### src/rtl/tx_sym_source_pkg.sv
// Shared constants for the transmit symbol source: LFSR polynomial, Gray 4-ASK
// symbol codes, default levels in 1s17 and the enable-divider defaults.
package tx_sym_source_pkg;

  localparam int LFSR_LEN = 22;
  localparam int TAP_A    = 21;
  localparam int TAP_B    = 20;
  localparam logic [LFSR_LEN-1:0] LFSR_ONE = 22'h000001;

  typedef enum logic [1:0] {
    SYM_NEG_HI = 2'b00,
    SYM_NEG_LO = 2'b01,
    SYM_POS_LO = 2'b11,
    SYM_POS_HI = 2'b10
  } gray_sym_e;

  localparam int DEF_LVL_HI = 98304;  // 0.75 in 1s17
  localparam int DEF_LVL_LO = 32768;  // 0.25 in 1s17

  localparam int DEF_SAM_DIV  = 4;
  localparam int DEF_SYM_DIV  = 4;
  localparam int SYS_CLK2_DIV = 2;

  // One Fibonacci step of x^22 + x^21 + 1; the new bit enters at bit 0.
  function automatic logic [LFSR_LEN-1:0] lfsr_step(input logic [LFSR_LEN-1:0] s);
    return {s[LFSR_LEN-2:0], s[TAP_A] ^ s[TAP_B]};
  endfunction

endpackage

### src/rtl/tx_sym_source_clk_en_gen.sv
// Free-running phase counter with registered half-rate, sample and symbol
// enables. The *_tick outputs flag the edge on which those enables get set.
module clk_en_gen #(
  parameter int SAM_DIV = 4,
  parameter int SYM_DIV = 4
) (
  input  logic sys_clk,
  input  logic reset_n,
  input  logic enable,
  input  logic restart,
  output logic sys_clk2_en,
  output logic sam_clk_en,
  output logic sym_clk_en,
  output logic sam_tick,
  output logic sym_tick
);

  localparam int N  = SAM_DIV * SYM_DIV;
  localparam int CW = (N > 1) ? $clog2(N) : 1;
  localparam logic [CW-1:0] SAM_MASK = CW'(SAM_DIV - 1);
  localparam logic [CW-1:0] CNT_LAST = CW'(N - 1);

  logic [CW-1:0] cnt;
  logic          advance;

  // N is a power of two, so the counter wraps by natural overflow.
  assign advance  = enable & ~restart;
  assign sam_tick = advance & ((cnt & SAM_MASK) == SAM_MASK);
  assign sym_tick = advance & (cnt == CNT_LAST);

  always_ff @(posedge sys_clk or negedge reset_n) begin
    if (!reset_n) begin
      cnt         <= '0;
      sys_clk2_en <= 1'b0;
      sam_clk_en  <= 1'b0;
      sym_clk_en  <= 1'b0;
    end else if (restart) begin
      cnt         <= '0;
      sys_clk2_en <= 1'b0;
      sam_clk_en  <= 1'b0;
      sym_clk_en  <= 1'b0;
    end else if (enable) begin
      cnt         <= cnt + CW'(1);
      sys_clk2_en <= cnt[0];
      sam_clk_en  <= sam_tick;
      sym_clk_en  <= sym_tick;
    end else begin
      sys_clk2_en <= 1'b0;
      sam_clk_en  <= 1'b0;
      sym_clk_en  <= 1'b0;
    end
  end

endmodule

### src/rtl/tx_sym_source.sv
// PRBS 4-ASK source: two LFSR bits per symbol, Gray-mapped to a 1s17 level and
// emitted on each sample enable, zero-stuffed or held across the symbol.
module tx_sym_source
  import tx_sym_source_pkg::*;
#(
  parameter int WIDTH      = 18,
  parameter int SAM_DIV    = DEF_SAM_DIV,
  parameter int SYM_DIV    = DEF_SYM_DIV,
  parameter int LVL_HI     = DEF_LVL_HI,
  parameter int LVL_LO     = DEF_LVL_LO,
  parameter int ZERO_STUFF = 1
) (
  input  logic                    sys_clk,
  input  logic                    reset_n,
  input  logic                    enable,
  input  logic                    load_seed,
  input  logic [LFSR_LEN-1:0]     seed,
  output logic                    sys_clk2_en,
  output logic                    sam_clk_en,
  output logic                    sym_clk_en,
  output logic signed [WIDTH-1:0] x_out,
  output logic [1:0]              sym_idx
);

  localparam logic signed [WIDTH-1:0] X_POS_HI = WIDTH'(LVL_HI);
  localparam logic signed [WIDTH-1:0] X_POS_LO = WIDTH'(LVL_LO);
  localparam logic signed [WIDTH-1:0] X_NEG_LO = WIDTH'(-LVL_LO);
  localparam logic signed [WIDTH-1:0] X_NEG_HI = WIDTH'(-LVL_HI);

  logic                sam_tick;
  logic                sym_tick;
  logic [LFSR_LEN-1:0] lfsr;
  logic [LFSR_LEN-1:0] lfsr_1;
  logic [LFSR_LEN-1:0] lfsr_2;
  logic [1:0]          sym_bits;

  clk_en_gen #(
    .SAM_DIV (SAM_DIV),
    .SYM_DIV (SYM_DIV)
  ) u_clk_en_gen (
    .sys_clk     (sys_clk),
    .reset_n     (reset_n),
    .enable      (enable),
    .restart     (load_seed),
    .sys_clk2_en (sys_clk2_en),
    .sam_clk_en  (sam_clk_en),
    .sym_clk_en  (sym_clk_en),
    .sam_tick    (sam_tick),
    .sym_tick    (sym_tick)
  );

  // Two steps per symbol; b1 is the first generated bit and lands in the MSB.
  assign lfsr_1   = lfsr_step(lfsr);
  assign lfsr_2   = lfsr_step(lfsr_1);
  assign sym_bits = {lfsr_1[0], lfsr_2[0]};

  function automatic logic signed [WIDTH-1:0] map_level(input logic [1:0] s);
    case (gray_sym_e'(s))
      SYM_NEG_HI: return X_NEG_HI;
      SYM_NEG_LO: return X_NEG_LO;
      SYM_POS_LO: return X_POS_LO;
      default:    return X_POS_HI;
    endcase
  endfunction

  always_ff @(posedge sys_clk or negedge reset_n) begin
    if (!reset_n) begin
      lfsr    <= LFSR_ONE;
      x_out   <= '0;
      sym_idx <= '0;
    end else if (load_seed) begin
      lfsr  <= (seed == '0) ? LFSR_ONE : seed;
      x_out <= '0;
    end else begin
      if (sym_tick) begin
        lfsr <= lfsr_2;
      end
      if (sam_tick) begin
        if (sym_tick) begin
          x_out   <= map_level(sym_bits);
          sym_idx <= sym_bits;
        end else if (ZERO_STUFF != 0) begin
          x_out <= '0;
        end
      end
    end
  end

endmodule

### config.mk
export PLATFORM = sky130hd
export DESIGN_NAME = tx_sym_source
export DESIGN_NICKNAME = d
export VERILOG_FILES = /design/src/rtl/tx_sym_source_pkg.sv /design/src/rtl/tx_sym_source_clk_en_gen.sv /design/src/rtl/tx_sym_source.sv
export SDC_FILE = /design/constraint.sdc
export NUM_CORES = 1
export LEC_CHECK = 0
export CELL_PAD_IN_SITES_DETAIL_PLACEMENT = 2
export CELL_PAD_IN_SITES_GLOBAL_PLACEMENT = 2
export CORE_ASPECT_RATIO = 1.25
export CORE_MARGIN = 1.5
export CORE_UTILIZATION = 32
export CTS_BUF_LIST = sky130_fd_sc_hd__clkbuf_2 sky130_fd_sc_hd__clkbuf_4 sky130_fd_sc_hd__clkbuf_8
export DETAILED_ROUTE_END_ITERATION = 12
export HOLD_SLACK_MARGIN = 0.1
export PLACE_DENSITY_LB_ADDON = 0.1
export SLEW_MARGIN = 40
export SYNTH_ARGS = -nofsm -noshare
export SYNTH_HDL_FRONTEND = slang
export SYNTH_SLANG_ARGS = --single-unit
### constraint.sdc
create_clock -name sys_clk -period 3 [get_ports sys_clk]
set_clock_uncertainty 0.2 [all_clocks]
set_input_delay 0.45 -clock sys_clk [delete_from_list [all_inputs] [get_ports sys_clk]]
set_output_delay 0.45 -clock sys_clk [all_outputs]
set_load 0.02 [all_outputs]
==> out/metrics.yaml <==
crit_type: "primary input to flop"
switching_share_pct: 26.80
synthArstFlopShare_pct: 100.0
portBuffers: 33
leakage_nw: 0.9787
gp_congestion: 0.7851
die_area_um2: 5636
die_h_um: 83.57
core-area_um2: 5044
ant_nets: 0
fin_nets: 225
grt_pass1_wl_mm: 7.383
grt_busiest_layer: "met2"
synth_edf_count: 0
fp.dieW_um: 67.45
gr-total-overflow: 0
tritoncts: "built"
outcome: "complete, no violations"
area_growth_pct: 25.98
synth-seq-cells: 34
use_met3_pct: 4.318
p_per_area_nw_per_um2: 490.8
synth_top_cell_area_share_pct: 49.70
dp_hpwl_mm: 3.245
power_frac_comb_pct: 14.5
hold_viol_final: 0
cpMaxStageDelayCell: "clkdlybuf4s50_1"
cp.required_ns: 3.01
diodes: 0
finalCritPeriodShare_pct: 68.08
slew_violations: 0
cts_setup_buffers: 0
internal_power_mw: 0.7521
arrival_ns: 2.05
clk_pin_slew_ns: 0.07
rsz0062_at_grt: "no"
hold_depth: 1
vias_per_cell: 5.061
final_cell_mix: "clkdlybuf4s50_1, dfrtp_1, nand2_1, nor2_1, a221o_1"
clk_latency_ns: 0.29
cts-root-buf: "clkbuf_8"
power_frac_seq_pct: 49.8
setup.worst_path.end_class: "flop"
cts_buffers: 5
drt_iter0_drc: 50
clock_power_share_pct: 35.7
synth_area_leader_cell: "dfrtp_1"
ys.flop_type: "dfrtp_1"
cts_buffer_depth: 2
io_pins: 49
holdWs_ns: 0.2888
grt_use_met2_pct: 29.16
use_met1_pct: 21.81
synth.distinct_cells: 32
drive_gt1_share_pct: 9.045
dr.pass1.iters: 6
grtUsageTotal_pct: 17.78
cap_violations: 0
worst-r2r-cell-count: 6
critPathLaunchType: "primary input"
yosysWarnings: 0
cts_resized: 0
crit_path_max_fanout: 15
vias: 1321
ir_worst_vdd_mv: 0.2161
p_sw_mw: 0.2753
fin_crit_ns: 2.042
htree_levels: 2
syn_inst: 164
report.final.setup_viol: 0
crit_path_max_incr_delay_ns: 0.65
crit_path_cell_trace: "clkdlybuf4s50_1 -> nand2_2 -> nor3_4 -> buf_4 -> a32oi_1 -> o211ai_1"
mappedNetlistArea_um2: 1662
hold_path_class: "flop to flop"
fmax_ghz: 0.4896
yosysSeqAreaShare_pct: 51.28
syn_avg_cell_area_um2: 10.13
holdBufCountCts: 0
clock_sinks: 34
drt-wirelength-per-cell_um: 17.25
grt_pass1_vias: 1438
final.setup.tns_ns: 0
grt_max_degree: 35
wl_mm: 4.503
drc: 0
antenna_found_initial: 0
std_cell_rows: 29
start_util_pct: 32.94
ys_top_cells_by_area: "dfrtp_1, a221o_1, buf_4"
-- worst max-delay path: cells and delay by family --
family,cells,cell delay (ns)
buf+inv,2,0.94
compound gates,2,0.20
simple gates,2,0.45
-- synthesized netlist by cell type (3+ instances only) --
cell and number:
a221o_1 19, dfrtp_1 33, nand2_1 28, clkbuf_1 3
nor4_1 4, buf_2 3, nor2_1 25, xor2_1 4
buf_4 18
-- logic make-up after synthesis --
kind of cell	count (synthesis)	share of synthesized area, %
DFF	34	51.28
buffers and inverters	27	10.39
xor gates and xnor gates	6	3.163
muxes	3	1.883
other	1	0.2257
adders and majority gates	1	0.7529
AOI/OAI and AO/OA	27	14.99
and+or+nand+nor	65	17.32
-- area by class of cell --
class / instances / area (um2)
timing repair buffer: 39 / 375.4
inverter: 1 / 3.754
clock buffer: 7 / 90.09
clock inverter: 1 / 5.005
multi-input combinational: 117 / 689.4
fill: 554 / 2950
sequential: 34 / 852.1
tap: 62 / 77.57
-- state kept, by name (all words and copies together) (netlist names) --
register and cells:
lfsr 22, u_clk_en_gen.sys_clk2_en 1, u_clk_en_gen.sam_clk_en 1, sym_idx 2, u_clk_en_gen.sym_clk_en 1, x_out 3, u_clk_en_gen.cnt 4
-- layer usage --
metal,up-vias,routed length [um]
li1,611,-
met1,666,1855
met2,37,2328
met3,7,208
met4,0,111
met5,-,0
-- stage by stage --
| stage | power [mW] | setup WS, ns | utilization, % | std cells | instance area [um2] |
|---|---|---|---|---|---|
| 6_report | 1.027 | 0.9576 | 41.50 | 261 | 2093 |
| 5_1_grt | 1.080 | 0.8633 | 41.50 | 261 | 2093 |
| 4_1_cts | 1.042 | 0.9424 | 41.50 | 261 | 2093 |
| 3_5_place_dp | 0.6700 | 0.6498 | 39.62 | 253 | 1998 |
| 3_3_place_gp | 0.6615 | 0.7282 | 39.62 | 253 | 1998 |
| 2_1_floorplan | 0.6107 | 1.383 | - | 178 | 1714 |
-- power by group through the flow --
stage | Sequential [mW] | Combinational (mW) | Clock [mW]
after floorplan | 0.513 | 0.0975 | 0
after global placement | 0.519 | 0.143 | 0
after detailed placement | 0.520 | 0.150 | 0
after CTS | 0.512 | 0.151 | 0.379
after global routing | 0.516 | 0.166 | 0.399
final | 0.511 | 0.149 | 0.367
-- worst paths after layout --
check / slack (ns) / to / start
worst max register to register: 1.14 / lfsr[0]$_DFFE_PN1P_ / u_clk_en_gen.cnt[0]$_DFFE_PN0P_
max in group asynchronous: 1.87 / lfsr[0]$_DFFE_PN1P_ / reset_n
worst min-delay path: 0.29 / x_out[15]$_DFFE_PN0P_ / x_out[15]$_DFFE_PN0P_
worst min register to register: 0.29 / x_out[15]$_DFFE_PN0P_ / x_out[15]$_DFFE_PN0P_
worst max-delay path: 0.96 / lfsr[0]$_DFFE_PN1P_ / enable
min in group asynchronous: 0.37 / u_clk_en_gen.sys_clk2_en$_DFF_PN0_ / reset_n
(Power assumes the default switching activity.)
